==> src/rtl/serial_adder_pkg.sv <==
// Shared types and sizing helpers for the bit-serial adder.
// Imported by serial_adder and its one-bit slice.
package serial_adder_pkg;

  typedef enum logic [1:0] {
    IDLE,
    SHIFT,
    DONE
  } sa_state_t;

  localparam int SA_MIN_WIDTH = 2;

  function automatic int cnt_w(input int width);
    return $clog2(width);
  endfunction

endpackage

==> src/rtl/serial_adder_full_adder.sv <==
// One-bit full adder used as the serial bit slice.
// Purely combinational.
import serial_adder_pkg::*;

module serial_adder_full_adder (
  input  logic a,
  input  logic b,
  input  logic c_in,
  output logic sum,
  output logic c_out
);

  assign sum   = a ^ b ^ c_in;
  assign c_out = (a & b) | (c_in & (a ^ b));

endmodule

==> src/rtl/serial_adder.sv <==
// Bit-serial WIDTH-bit adder, LSB first, one full-adder slice.
// Optional SERIAL_ADDER_OVERFLOW_EN adds a registered Overflow_Out.
import serial_adder_pkg::*;

module serial_adder #(
  parameter int WIDTH = 8
) (
  input  logic             Clock,
  input  logic             Reset,
  input  logic             Start_In,
  input  logic [WIDTH-1:0] Data_A_In,
  input  logic [WIDTH-1:0] Data_B_In,
  input  logic             Carry_In,
  output logic             Busy_Out,
  output logic             Done_Out,
  output logic [WIDTH-1:0] Sum_Out,
  output logic             Carry_Out
`ifdef SERIAL_ADDER_OVERFLOW_EN
  ,
  output logic             Overflow_Out
`endif
);

  localparam int CW = cnt_w(WIDTH);
  localparam logic [CW-1:0] LAST = CW'(WIDTH - 1);

  if (WIDTH < SA_MIN_WIDTH) begin : g_bad_width
    $error("serial_adder: WIDTH below SA_MIN_WIDTH");
  end

  sa_state_t        state;
  sa_state_t        state_nxt;
  logic [CW-1:0]    count;
  logic [WIDTH-1:0] a_sr;
  logic [WIDTH-1:0] b_sr;
  logic [WIDTH-1:0] res_sr;
  logic [WIDTH-1:0] res_nxt;
  logic             carry_q;
  logic             fa_sum;
  logic             fa_co;
  logic             last;

  serial_adder_full_adder u_fa (
    .a     (a_sr[0]),
    .b     (b_sr[0]),
    .c_in  (carry_q),
    .sum   (fa_sum),
    .c_out (fa_co)
  );

  assign last     = (state == SHIFT) && (count == LAST);
  assign res_nxt  = (res_sr >> 1)
                  | {fa_sum, {(WIDTH-1){1'b0}}};
  assign Busy_Out = (state != IDLE);
  assign Done_Out = (state == DONE);

  always_ff @(posedge Clock) begin
    if (Reset) state <= IDLE;
    else       state <= state_nxt;
  end

  always_comb begin
    state_nxt = state;
    case (state)
      IDLE:    if (Start_In) state_nxt = SHIFT;
      SHIFT:   if (last) state_nxt = DONE;
      DONE:    state_nxt = IDLE;
      default: state_nxt = IDLE;
    endcase
  end

  always_ff @(posedge Clock) begin
    if (Reset) begin
      count     <= '0;
      a_sr      <= '0;
      b_sr      <= '0;
      res_sr    <= '0;
      carry_q   <= 1'b0;
      Sum_Out   <= '0;
      Carry_Out <= 1'b0;
    end else begin
      case (state)
        IDLE: if (Start_In) begin
          a_sr    <= Data_A_In;
          b_sr    <= Data_B_In;
          carry_q <= Carry_In;
          count   <= '0;
        end
        SHIFT: begin
          a_sr    <= a_sr >> 1;
          b_sr    <= b_sr >> 1;
          res_sr  <= res_nxt;
          carry_q <= fa_co;
          count   <= last ? '0 : count + CW'(1);
          // final bit lands in the outputs on DONE entry
          if (last) begin
            Sum_Out   <= res_nxt;
            Carry_Out <= fa_co;
          end
        end
        default: ;
      endcase
    end
  end

`ifdef SERIAL_ADDER_OVERFLOW_EN
  // carry_q holds the carry into the MSB during the last shift
  always_ff @(posedge Clock) begin
    if (Reset)     Overflow_Out <= 1'b0;
    else if (last) Overflow_Out <= carry_q ^ fa_co;
  end
`endif

endmodule

==> config.mk <==
export PLATFORM = sky130hd
export DESIGN_NAME = serial_adder
export DESIGN_NICKNAME = d
export VERILOG_FILES = /design/src/rtl/serial_adder_pkg.sv /design/src/rtl/serial_adder_full_adder.sv /design/src/rtl/serial_adder.sv
export SDC_FILE = /design/constraint.sdc
export NUM_CORES = 1
export LEC_CHECK = 0
export BUFFER_PORTS_ARGS = -buffer_cell sky130_fd_sc_hd__buf_2
export CAP_MARGIN = 20
export CORE_MARGIN = 2
export CORE_UTILIZATION = 40
export DETAILED_ROUTE_END_ITERATION = 12
export HOLD_SLACK_MARGIN = 0.06
export PLACE_DENSITY_LB_ADDON = 0.1
export SLEW_MARGIN = 20
export SYNTH_ARGS = -nofsm -noshare
export SYNTH_HDL_FRONTEND = slang
export SYNTH_SLANG_ARGS = --single-unit
==> constraint.sdc <==
create_clock -name Clock -period 1.5 [get_ports Clock]
set_input_delay 0.225 -clock Clock [delete_from_list [all_inputs] [get_ports Clock]]
set_output_delay 0.225 -clock Clock [all_outputs]
set_load 0.01 [all_outputs]
Word-level counts from Yosys, hierarchy flattened
Cells that the tools add are included.
{ "op_classes": {"n_addsub": 1, "eq_ne": 5, "mux": 12, "n_bitwise": 6, "reduce_logical": 7} }
{ "ops": {"columns": ["op", "n"], "rows": [
  ["$pmux 8 s2", 2],
  ["$mux 8", 2],
  ["$or 7x8->8", 1],
  ["$mux 3", 2],
  ["$pmux 3 s2", 1],
  ["$reduce_and 2->1", 3],
  ["$mux 2", 2],
  ["$ne 2x2->1 const B", 2],
  ["$pmux 2 s2", 1],
  ["$reduce_bool 2->1", 2],
  ["$add 3x1->3 const B", 1],
  ["$eq 3x3->1 const B", 1],
  ["$and 1x1->1", 2],
  ["$eq 2x1->1 const B", 1],
  ["$eq 2x2->1 const B", 1],
  ["$logic_not 2->1", 1],
  ["$pmux 1 s2", 1],
  ["$xor 1x1->1", 2],
  ["$logic_and 1x1->1", 1],
  ["$mux 1", 1],
  ["$or 1x1->1", 1]
]} }
{ "word_totals": {"register_bits": 39, "in_bits": 20, "output_inout_bits": 11, "word_cells": 39} }

Longest topological paths before layout
{ "logic_depth": {"ltp_word": 4, "mapped_depth": 6, "ltp_nobuf": 5} }

By module
Synthesis repeated with hierarchy kept, for this count alone.
{ "unflattened": {"cells_unflattened": 171, "area_unflattened_um2": 1550.2} }
{ "by_module_without_submodules": {"columns": ["module", "n_inst", "cells_per_inst", "area_per_inst_um2", "seq_area_each_um2"], "rows": [
  ["serial_adder", 1, 170, 1530.2, 760.7],
  ["serial_adder_full_adder", 1, 1, 20.0, 0.0]
]} }

Worst setup path after synthesis
Ideal clock, no wire load.
{ "synth_timing": {"path_type": "flip-flop to flip-flop", "start": "register count[0]", "end": "register count[0]", "setup_time_ns": 0.070, "arrival_ns": 1.144, "required_time_ns": 1.430, "path_slack_ns": 0.285, "stages_incl_launch_ff": 5, "path_buffers": 0, "period_less_slack_ns": 1.215, "cell_sequence": "dfxtp_1 > ha_1 > ha_1 > or3_1 > a21oi_1"} }
{ "synth_between": {"elab_chain_len": 4, "elab_cells_between_ends": 5, "classes_between": "add/sub (1); eq/ne (1); mux (2); reduce/logical (1)"} }
{ "synth_rtl": {"columns": ["element", "line_no", "source"], "rows": [
  ["from (decl)", "serial_adder.sv:33", "logic [CW-1:0] count;"],
  ["from (signal assigned)", "serial_adder.sv:94", "count <= last ? '0 : count + CW'(1);"],
  ["branches (longest 2 deep; another with $add 3x1->3)", null, null],
  ["$mux 3 (*)", "serial_adder.sv:94", null],
  ["$pmux 3 s2 (*)", "serial_adder.sv:82", "case (state)"]
]} }
Every way passes the cells marked *.
A chain may end at the register's enable or synchronous reset.

Worst setup path in the final report
{ "layout_timing": {"start": "register state[1]", "end": "output Busy_Out"} }
{ "layout_between": {"elab_chain_len": 1} }
{ "layout_rtl": {"columns": ["element", "line_no", "source"], "rows": [
  ["from (decl)", "serial_adder.sv:31", "sa_state_t state;"],
  ["from (signal assigned)", "serial_adder.sv:59", "else state <= state_nxt;"],
  ["$reduce_bool 2->1", "serial_adder.sv:54", "assign Busy_Out = (state != IDLE);"],
  ["to (decl)", "serial_adder.sv:14", "output logic Busy_Out,"]
]} }
No other way between the ends.

==> flow_metrics.py <==
metrics = {
    "floorplanning": {
        "die_height_um": 66.9,
        "die_area_mm2": 0.00448,
        "core-area_mm2": 0.00374,
        "start_util": 0.423,
        "pin_count": 31,
        "num_rows": 22,
        "die_w_um": 66.9,
    },
    "clock_network": {
        "clock_sinks": 38,
        "numCtsBuffers": 5,
        "cts-htree-levels": 2,
        "clockBufferDepth": 2,
        "hold_buffers": 0,
        "root_buffer": "clkbuf_8",
        "cts_tree": "done",
        "cts.clk_slew.worst_paths_ns": 0.08,
        "clock_latency_ns": 0.30,
    },
    "synth": {
        "synth_top_family_by_area": "simple AND/OR/NAND/NOR gates",
        "synth_mux_area_frac": 0,
        "synth_seq_cells": 38,
        "ys_seq_area_frac": 0.480,
        "synth_fa_ha_area_frac": 0.0284,
        "yosys.cell_types.count": 29,
        "synth_compound_area_frac": 0.0964,
        "synthCells": 189,
        "ys_warn_count": 0,
        "yosysTopAreaCell": "dfxtp_1",
        "synth.cell_area_mm2": 0.00158,
        "synthTopCellsByArea": "dfxtp_1, nor2_1, a21oi_1",
        "synthXorXnorAreaFrac": 0,
        "synthSimpleGateAreaFrac": 0.334,
        "avgSynthCellArea_um2": 8.38,
        "synthesis.nets": 212,
        "synth_top_area_share": 0.480,
    },
    "timing": {
        "clock_skew_ns": 0.0112,
        "tns_ns": 0,
        "worst_pin_slew_ns": 0.285,
        "slew_viol_final": 0,
        "rsz0062_at_grt": "false",
        "period_needed_ns": 1.45,
        "fin_ws_ns": 0.0477,
        "slew_headroom": 0.810,
        "final-setup-viol-count": 0,
        "fmax_mhz": 689,
        "finalHoldViolCount": 0,
        "final.period_utilization": 0.968,
    },
    "worst_setup_path": {
        "cpLargestDelayFamily": "flip-flops",
        "crit_required_ns": 1.27,
        "slowest_stage": "dfxtp_1",
        "cp_max_fo": 6,
        "startpoint_type": "register",
        "r2r-start": "count[0]",
        "arrival_ns": 1.23,
        "crit_buf_inv": 2,
        "cp_cell_sequence": "buf_4 -> or2_2 -> buf_2",
        "setup.worst_path.class": "reg2out",
        "endpoint_kind": "primary output",
        "worstRegToRegCells": 4,
        "worst-r2r-setup-slack_ns": 0.16,
        "critical-path-max-stage-delay_ns": 0.36,
        "r2r_end": "count[0]",
    },
    "flow_run": {
        "drv_cap": 0,
    },
    "routing": {
        "vias": 1344,
        "drtIter0Drc": 93,
        "vias_per_cell": 5.00,
        "drt-total-wl_um": 3140,
        "ant_nets": 0,
        "drc": 0,
        "firstDrtPassIters": 4,
        "wl_per_cell_um": 11.7,
    },
    "power": {
        "pwr-share-seq": 0.464,
        "combPwrFrac": 0.092,
        "power.internal_mw": 1.82,
        "ir_drop_uv": 583,
        "power_density_mw_per_mm2": 1220,
        "switching_share": 0.225,
        "power_frac_clock": 0.444,
        "p_leak_nw": 0.799,
        "power.switching_mw": 0.526,
    },
    "layout": {
        "antennaDiodeCount": 0,
        "drive_gt1_frac": 0.271,
        "fin_area_mm2": 0.00191,
        "layout_commonest_cell": "nor2_1",
        "final_cell_mix": "nor2_1, dfxtp_1, buf_2",
        "finalNetCount": 243,
        "syn_to_final_growth_pct": 20.8,
    },
    "worst_hold_path": {
        "hold_start": "Data_A_In[7]",
        "holdPathEnd": "a_sr[7]",
        "min_path_cells": 3,
        "hp-class": "in2reg",
    },
    "grt": {
        "grt_max_degree": 39,
        "overflow": 0,
        "first_global_vias": 1307,
        "grt_usage": 0.164,
        "grt_antenna_before_repair": 0,
        "grt_pass1_wl_um": 5530,
    },
    "place": {
        "place_congestion": 0.799,
        "io_buffers": 30,
        "place_ws_ns": 0.0883,
        "placed_area_mm2": 0.00177,
        "dpl.hpwl_um": 2140,
    },
    "status": {
        "status": "completed",
    },
}
layout make-up:
type / instances / area [µm²]
fill: 391 / 1830
sequential: 38 / 762
multi-input combinational: 136 / 727
timing repair buffer: 38 / 223
clock buffer: 5 / 68.8
clock inverter: 3 / 68.8
tap: 48 / 60.1
inverter: 1 / 3.75
sequential cells by signal (all words and copies together) (netlist names):
register and cells:
b_sr 8, state 2, Sum_Out 8, res_sr 7, carry_q 1, count 3
Carry_Out 1, a_sr 8
tightest hold or removal path: stages:
cell and delay (ns):
buf_2 0.10, nand3b_1 0.07, a21oi_1 0.06
synthesized netlist by cell type:
cell type and instances:
inv_1 1, o21ba_4 1, nor2_4 3, nand3_1 9, nor4_1 15, nand2_1 24, nand2b_4 1, a21oi_1 19
o21bai_1 1, or3b_1 1, buf_12 1, clkbuf_1 4, dfxtp_1 38, a32oi_1 1, a22oi_1 1, nand3b_1 3
a211oi_1 1, nor2b_1 3, nor2_2 7, buf_1 1, buf_2 4, or2_2 1, ha_1 2, nor2_1 39
buf_6 1, fa_1 1, or3_1 1, o21ai_0 2, buf_4 3
per-layer routing:
metal / global-route usage / routed length, µm / vias to the layer above
met5: 0 / 0 / -
met4: 0.0842 / 74 / 0
met3: 0.0405 / 144 / 8
met2: 0.268 / 1420 / 24
met1: 0.198 / 1500 / 619
li1: - / - / 693
timing repair:
| action | CTS | global route |
|---|---|---|
| gates resized for setup | 0 | 1 |
| setup endpoints to repair | 0 | 10 |
| setup buffers | 0 | 1 |
power by group through the flow:
| stage | registers (mW) | logic, mW | clock network, mW |
|---|---|---|---|
| 3_5_place_dp | 1.11 | 0.218 | 0 |
| 5_1_grt | 1.09 | 0.244 | 1.10 |
| 6_report | 1.09 | 0.215 | 1.04 |
| 2_1_floorplan | 1.10 | 0.165 | 0 |
| 4_1_cts | 1.09 | 0.218 | 1.06 |
| 3_3_place_gp | 1.11 | 0.211 | 0 |
stage by stage:
| step | util | hold slack (ns) | power [mW] | instances |
|---|---|---|---|---|
| CTS | 0.509 | 0.202 | 2.36 | 268 |
| finish | 0.511 | 0.206 | 2.34 | 269 |
| detailed placement | 0.472 | 0.446 | 1.33 | 260 |
| global placement | 0.472 | 0.440 | 1.32 | 260 |
| floorplan | - | 0.385 | 1.27 | 189 |
| global route | 0.511 | 0.214 | 2.44 | 269 |
kinds of logic after synthesis:
kind of cell,after synthesis
buffers and inverters,15
and+or+nand+nor,107
adders and majority gates,3
AOI/OAI and AO/OA,26
DFF,38
how the worst max path moves through the flow:
stage	start	endpoint	slack, ns	cells past startpoint
after global routing	state[1]	Busy_Out	0.0004	3
after floorplan	count[0]	count[0]	0.29	4
final	state[1]	Busy_Out	0.05	3
after CTS	state[1]	Busy_Out	0.04	3
after global placement	count[0]	Sum_Out[0]	0.17	5
after detailed placement	count[0]	Sum_Out[2]	0.09	5
(Power assumes the default switching activity.)
